--- config.mk ---
export PLATFORM = sky130hd
export DESIGN_NAME = bringup_spinner_multi
export DESIGN_NICKNAME = d
export VERILOG_FILES = /design/src/rtl/bringup_spinner_multi.sv
export SDC_FILE = /design/constraint.sdc
export NUM_CORES = 1
export LEC_CHECK = 0
export CAP_MARGIN = 20
export CORE_MARGIN = 2
export CORE_UTILIZATION = 35
export CTS_CLUSTER_DIAMETER = 30
export CTS_CLUSTER_SIZE = 12
export DETAILED_ROUTE_END_ITERATION = 7
export REMOVE_ABC_BUFFERS = 1
export SLEW_MARGIN = 20
export SYNTH_ARGS = -nofsm -noshare
export SYNTH_HDL_FRONTEND = slang
export SYNTH_SLANG_ARGS = --single-unit
--- constraint.sdc ---
create_clock -name clk_12mhz -period 4.7 [get_ports clk_12mhz]
set_input_delay 0.94 -clock clk_12mhz [delete_from_list [all_inputs] [get_ports clk_12mhz]]
set_output_delay 0.94 -clock clk_12mhz [all_outputs]
set_load 0.03 [all_outputs]
--- src/rtl/bringup_spinner_multi.sv ---
`default_nettype none
// ============================================================================
// Module      : bringup_spinner_multi
// Description : Bringup LED/pin pattern generator. A PATTERN_BITS-wide pattern
//               register rotates right or left, holds, or "breathes" (PWM
//               dimming with a triangle duty sweep) once per PERIOD clocks.
//               A valid/ready port loads a new pattern at runtime. The tick
//               output pulses once per period and doubles as a scope trigger.
// Ports       : clk_12mhz    in   system clock
//               reset_n      in   asynchronous assert, synchronous release,
//                                 active-low
//               mode         in   0=ROTR 1=ROTL 2=HOLD 3=BREATHE
//               load_valid   in   pattern load request
//               load_pattern in   pattern to load (ignored unless accepted)
//               load_ready   out  low for one cycle after each accept
//               out          out  registered drive, out[i] follows pattern[i]
//               pattern      out  current pattern register
//               tick         out  one-cycle pulse at every period boundary
// Revision    : 1.0 - initial release
// ============================================================================
module bringup_spinner_multi #(
    parameter int unsigned                PERIOD        = 1200000,
    parameter int unsigned                PATTERN_BITS  = 8,
    parameter int unsigned                NUM_OUT       = 2,
    parameter logic [PATTERN_BITS-1:0]    RESET_PATTERN = 8'b00111011,
    parameter int unsigned                PWM_BITS      = 4
) (
    input  logic                    clk_12mhz,
    input  logic                    reset_n,
    input  logic [1:0]              mode,
    input  logic                    load_valid,
    input  logic [PATTERN_BITS-1:0] load_pattern,
    output logic                    load_ready,
    output logic [NUM_OUT-1:0]      out,
    output logic [PATTERN_BITS-1:0] pattern,
    output logic                    tick
);

    localparam int unsigned CNT_W = $clog2(PERIOD);

    localparam logic [1:0] c_MODE_ROTR    = 2'd0;
    localparam logic [1:0] c_MODE_ROTL    = 2'd1;
    localparam logic [1:0] c_MODE_HOLD    = 2'd2;
    localparam logic [1:0] c_MODE_BREATHE = 2'd3;

    localparam logic [CNT_W-1:0]    c_CNT_RELOAD = CNT_W'(PERIOD - 1);
    localparam logic [CNT_W-1:0]    c_CNT_ONE    = CNT_W'(1);
    localparam logic [PWM_BITS-1:0] c_PWM_ONE    = PWM_BITS'(1);
    localparam logic [PWM_BITS-1:0] c_DUTY_MAX   = '1;

    // Breathe sweep direction
    localparam logic c_DIR_UP   = 1'b0;
    localparam logic c_DIR_DOWN = 1'b1;

    // ------------------------------------------------------------------------
    // State
    // ------------------------------------------------------------------------
    logic [CNT_W-1:0]        cnt_q,     cnt_d;
    logic [PATTERN_BITS-1:0] pattern_q, pattern_d;
    logic [PWM_BITS-1:0]     duty_q,    duty_d;
    logic                    dir_q,     dir_d;
    logic [PWM_BITS-1:0]     pwm_cnt_q, pwm_cnt_d;
    logic                    tick_q,    tick_d;
    logic [NUM_OUT-1:0]      out_q,     out_d;
    logic                    ready_q,   ready_d;

    logic w_accept;
    logic w_period_end;
    logic w_tick_evt;
    logic w_pwm_on;
    logic w_gate;

    assign w_accept     = load_valid & ready_q;
    assign w_period_end = (cnt_q == '0);
    // A load restarts the period, so it swallows a coincident boundary.
    assign w_tick_evt   = w_period_end & ~w_accept;
    assign w_pwm_on     = (pwm_cnt_q < duty_q);
    // Gating follows the live mode input so dimming engages without waiting
    // for a tick; only the pattern/duty updates are tick-aligned.
    assign w_gate       = (mode == c_MODE_BREATHE) ? w_pwm_on : 1'b1;

    // ------------------------------------------------------------------------
    // Next-state logic
    // ------------------------------------------------------------------------
    always_comb begin
        cnt_d     = cnt_q - c_CNT_ONE;
        pattern_d = pattern_q;
        duty_d    = duty_q;
        dir_d     = dir_q;
        pwm_cnt_d = pwm_cnt_q + c_PWM_ONE;
        tick_d    = w_tick_evt;
        ready_d   = ~w_accept;
        out_d     = pattern_q[NUM_OUT-1:0] & {NUM_OUT{w_gate}};

        if (w_accept || w_period_end) begin
            cnt_d = c_CNT_RELOAD;
        end

        if (w_accept) begin
            pattern_d = load_pattern;
        end else if (w_tick_evt) begin
            case (mode)
                c_MODE_ROTR: pattern_d = {pattern_q[0], pattern_q[PATTERN_BITS-1:1]};
                c_MODE_ROTL: pattern_d = {pattern_q[PATTERN_BITS-2:0], pattern_q[PATTERN_BITS-1]};
                c_MODE_HOLD: pattern_d = pattern_q;
                c_MODE_BREATHE: begin
                    // Triangle sweep with no dwell: the end-point tick both
                    // flips direction and takes the first step back.
                    if (dir_q == c_DIR_UP) begin
                        if (duty_q == c_DUTY_MAX) begin
                            dir_d  = c_DIR_DOWN;
                            duty_d = duty_q - c_PWM_ONE;
                        end else begin
                            duty_d = duty_q + c_PWM_ONE;
                        end
                    end else begin
                        if (duty_q == '0) begin
                            dir_d  = c_DIR_UP;
                            duty_d = duty_q + c_PWM_ONE;
                        end else begin
                            duty_d = duty_q - c_PWM_ONE;
                        end
                    end
                end
                default: pattern_d = pattern_q;
            endcase
        end
    end

    // ------------------------------------------------------------------------
    // State registers
    // ------------------------------------------------------------------------
    always_ff @(posedge clk_12mhz or negedge reset_n) begin
        if (!reset_n) begin
            cnt_q     <= c_CNT_RELOAD;
            pattern_q <= RESET_PATTERN;
            duty_q    <= '0;
            dir_q     <= c_DIR_UP;
            pwm_cnt_q <= '0;
            tick_q    <= 1'b0;
            out_q     <= '0;
            ready_q   <= 1'b1;
        end else begin
            cnt_q     <= cnt_d;
            pattern_q <= pattern_d;
            duty_q    <= duty_d;
            dir_q     <= dir_d;
            pwm_cnt_q <= pwm_cnt_d;
            tick_q    <= tick_d;
            out_q     <= out_d;
            ready_q   <= ready_d;
        end
    end

    assign load_ready = ready_q;
    assign out        = out_q;
    assign pattern    = pattern_q;
    assign tick       = tick_q;

endmodule
`default_nettype wire

# Word-level counts from Yosys, hierarchy flattened
# Index checks and enable logic that the tools add are counted.
[word_totals]
in_bits = 13
word_cells = 39
reg_bits = 42
ram_bits = 0
output_inout_bits = 12
latchBits = 0
mem_bits_ro = 0
n_memories = 0
[op_classes]
add_sub_neg = 4
mul = 0
n_lt_le_gt_ge = 1
n_bitwise = 4
n_div = 0
shift = 0
muxes = 11
n_eq_ne = 3
reduce_logical = 8
[op_table]
columns = ["cell", "count"]
rows = [
  ["21-bit logical NOT", 1],
  ["21-bit two-way mux", 1],
  ["21-bit by 1-bit subtractor with 21-bit output, second input constant", 1],
  ["8-bit two-way mux", 2],
  ["8-bit one-hot mux with 2 select lines", 1],
  ["4-bit two-way mux", 3],
  ["4-bit by 1-bit adder with 4-bit output, second input constant", 2],
  ["4-bit equality test, second input constant", 1],
  ["4-bit logical NOT", 1],
  ["4-bit less-than comparator", 1],
  ["1-bit two-way mux", 4],
  ["4-bit by 1-bit subtractor with 4-bit output, second input constant", 1],
  ["3-bit AND reduction", 1],
  ["3-bit nonzero test", 1],
  ["1-bit bitwise AND", 2],
  ["2-bit bitwise AND", 1],
  ["2-bit by 1-bit equality test with 1-bit output, second input constant", 1],
  ["2-bit equality test, second input constant", 1],
  ["2-bit logical NOT", 1],
  ["2-bit AND reduction", 1],
  ["2-bit nonzero test", 1],
  ["1-bit logical OR", 1],
  ["1-bit inverter", 1],
]

# Depth between registers and ports, before layout
[logic_depth]
depth_word = 5
mapped_depth = 7
ltp_nobuf = 6

# Worst setup path after synthesis
# Ideal clock, no wire load.
[synth_path]
path_kind = "register to register"
startpoint = "register cnt_q[7]"
endpoint = "register duty_q[1]"
arrival_ps = 2314
setup_slack_ps = 2261
stages_incl_launch_ff = 7
n_path_buf = 2
setup_ps = 125
required_time_ps = 4575
synth_period_minus_slack_ps = 2439
cell_sequence = "dfrtp_1 -> or4_1 -> buf_2 -> or4b_4 -> buf_6 -> nor4_4 -> mux2_4"
[synth_between]
elab_chain_len = 3
[synth_rtl]
columns = ["item", "line", "rtl"]
rows = [
  ["start: declaration", "58", "logic [CNT_W-1:0] cnt_q, cnt_d;"],
  ["start signal: assignment", "135", "cnt_q <= c_CNT_RELOAD;"],
  ["start signal: assignment", "144", "cnt_q <= cnt_d;"],
  ["21-bit logical NOT", "74", "assign w_period_end = (cnt_q == '0);"],
  ["1-bit bitwise AND", "76", "assign w_tick_evt = w_period_end & ~w_accept;"],
  ["3-bit AND reduction (no source line)", "-", ""],
  ["end signal: assignment", "146", "duty_q <= duty_d;"],
  ["end: declaration", "60", "logic [PWM_BITS-1:0] duty_q, duty_d;"],
]
# No other way between the ends.
# A chain may end at the register's enable or synchronous reset.

# Final worst setup path
[layout_path]
startpoint = "input port load_valid"
endpoint = "register pattern_q[2] (netlist: pattern[2])"
[layout_between]
elab_chain_len = 5
word_cells_on_any_way = 7
cone_classes = "mux: 1; bitwise: 3; reduce/logical: 3"
[layout_rtl]
columns = ["item", "line", "rtl"]
rows = [
  ["start: declaration", "31", "input logic load_valid,"],
  ["1-bit bitwise AND *", "73", "assign w_accept = load_valid & ready_q;"],
  ["1-bit inverter (no source line)", "-", ""],
  ["1-bit bitwise AND", "76", ""],
  ["2-bit nonzero test (no source line)", "-", ""],
  ["2-bit AND reduction (no source line)", "-", ""],
  ["end signal: assignment", "145", "pattern_q <= pattern_d;"],
  ["end: declaration", "59", "logic [PATTERN_BITS-1:0] pattern_q, pattern_d;"],
]
# Mark *: on every way between the ends. The rest lies on a longest branch, timed or not.

==> impl_metrics.toml <==
[synth]
syn-cell-area_um2 = 2310
yosys_warnings = 0
yosysMostFrequentCell = "dfrtp_1"
synthArstFlopShare = 1.00
yosysUniqueCellTypes = 47
synth_common_cells = "dfrtp_1, dfstp_2, nand2_1"
netlist_instances = 223
synthFlopType = "dfrtp_1"
synth_top_area_frac = 0.238
yosys.area.top_type = "dfrtp_1"
synth_edf_count = 0
ys_seq_area_frac = 0.466
synthTopCellsByArea = "dfrtp_1, dfstp_2, ha_1, mux2i_1, mux2_2"
syn_avg_cell_area_um2 = 10.4
synth_seq_cells = 42

[timing]
fin_crit_sh = 0.568
max_freq_ghz = 0.375
tightest_slew_ns = 0.942
rsz0062_at_grt = "no"
setup_viol = 0
finalHoldViolCount = 0
fin_skew_ns = 0.00929
tns_ns = 0
maxSlewViolCount = 0
relSlewSlack = 0.372
period_minus_slack_ns = 2.67

[cts]
cts_hold_buf = 0
post_cts_resized = 0
tritoncts = "done"
clk_pin_slew_ns = 0.08
cts.repair_timing.setup_buffer_count = 0
cts.path.max_buffers = 2
cts.sinks = 42
clk_latency_ns = 0.30
root_buffer = "clkbuf_8"
cts_buffers = 5
cts_max_level = 2

[cells_and_area]
final_core_util = 0.425
diodes = 0
finalNetCount = 264
area_delta_synth_final_pct = 16.8
nFillCells = 600
layout-drive-gt1-share = 0.184

[min_path]
hp-class = "reg2reg"

[floorplanning]
core-area_um2 = 6350
rows = 29
die_height_um = 85.2
die_area_um2 = 7270
initial_core_util = 0.364
die_w_um = 85.2
io-pin-count = 25

[routing]
drt-wirelength-per-cell_um = 14.2
drt_iter0_drc = 62
via_per_inst = 5.40
via_count = 1732
detail-route-antenna-nets = 0
route.detailed.drc = 0
routed_wirelength_um = 4570
firstDrtPassIters = 4

[placed_design]
routabilityCongestion = 0.752
detailed_place_hpwl_um = 3110
numPortBuffers = 24

[worst_setup_path]
path_class = "in2reg"
cp_slowest_stage_delay_ns = 0.76
cp_max_fo = 20
cp_cell_sequence = "clkdlybuf4s50_1 -> and2_1 -> a31oi_1 -> mux2_2"
required_ns = 4.89
crit_path_end_kind = "flip-flop"
crit_path_start_kind = "input pin"
crit_slowest_cell = "a31oi_1"
arrival_ns = 2.86

[grt]
grt_pass1_wl_um = 7650
grt.overflow.total = 0
grt_max_degree = 43
antenna_found_initial = 0
grt_pass1_vias = 1633
grtUsageTotal = 0.130

[run_status]
status = "finished clean"

[flow_run]
cap_violations = 0

[power]
powerDensity_nw_per_um2 = 353
power_uw = 951
p_leak_nw = 1.06
peakVddDrop_mv = 0.190
final cells by class:
cell class | instances | area (um^2) | share of cell area
flip-flops and latches | 42 | 1080 | 0.399
well taps | 77 | 96.3 | 0.0357
clock buffers | 6 | 93.8 | 0.0348
repair buffers | 25 | 243 | 0.0899
multi-input cells | 160 | 1150 | 0.425
inverters | 9 | 33.8 | 0.0125
clock inverters | 2 | 10.0 | 0.00371
state kept, by name (all words and copies together) (netlist names):
name / count
pwm_cnt_q: 4
duty_q: 4
out: 2
pattern: 8
dir_q: 1
tick: 1
load_ready: 1
cnt_q: 21
cell families (layout without fill, tap and decap cells):
family,count (synthesis),in the layout,share of synthesized area
AND/OR/NAND/NOR,77,77,0.194
AO/OA/AOI/OAI,45,45,0.128
flip-flops,42,42,0.466
adder cells (fa/ha/maj),8,8,0.0433
multiplexers,19,19,0.0888
XOR/XNOR,11,11,0.0417
buffers and inverters,21,42,0.0379
placed cells by master (no fill, tap or decap), types with 2 or more instances in the layout:
master,n
ha_1,8
a21oi_1,9
nor2_1,9
xor2_1,3
clkinv_2,2
o41ai_1,3
a31oi_1,3
xnor2_1,8
mux2_2,8
and3_1,2
clkbuf_8,5
o31ai_1,6
o21ai_0,13
nand3_1,8
nor3_1,4
or3_1,2
clkdlybuf4s50_1,23
or4_1,12
inv_1,9
nand2_1,19
nor4_1,5
dfrtp_1,22
nand2b_1,5
dfstp_2,20
mux2i_1,10
a21o_1,3
layer usage:
metal  share of wire  vias up  track usage
met4           0.013        0       0.0447
met2            0.45       27        0.202
met1            0.50      849        0.180
met5               0        -            0
met3           0.038        6       0.0292
li1                -      850            -
final timing paths:
kind | start | endpoint | slack (ns) | cells after the start
setup reg to reg | cnt_q[7] | duty_q[1] | 2.18 | 4
hold reg to reg | cnt_q[0] | cnt_q[0] | 0.47 | 1
hold / removal | cnt_q[0] | cnt_q[0] | 0.47 | 1
max in group asynchronous | reset_n | pwm_cnt_q[0] | 3.33 | 1
setup / recovery | load_valid | pattern[2] | 2.03 | 4
min in group asynchronous | reset_n | cnt_q[7] | 0.77 | 1
power breakdown:
part	leakage (nW)	internal (mW)	switching, mW
clock	0.0561	0.135	0.131
combinational	0.515	0.107	0.125
sequential	0.491	0.417	0.0368
total	1.06	0.659	0.292
worst max-delay path, delay by kind of cell:
kind            cells  cell delay, ns
mux                 1            0.41
simple gates        1            0.35
compound gates      1            0.76
buf+inv             1            0.39
stage by stage:
| step | setup slack (ns) | cell area (um^2) | cells | hold WS (ns) |
|---|---|---|---|---|
| 6_report | 2.03 | 2700 | 321 | 0.470 |
| 5_1_grt | 1.88 | 2700 | 321 | 0.508 |
| 4_1_cts | 2.01 | 2700 | 321 | 0.475 |
| 3_5_place_dp | 1.71 | 2590 | 313 | 0.453 |
| 3_3_place_gp | 1.76 | 2590 | 313 | 0.449 |
| 2_1_floorplan | 2.33 | 2260 | 211 | 0.434 |
Power figures use the tool's default switching activity.
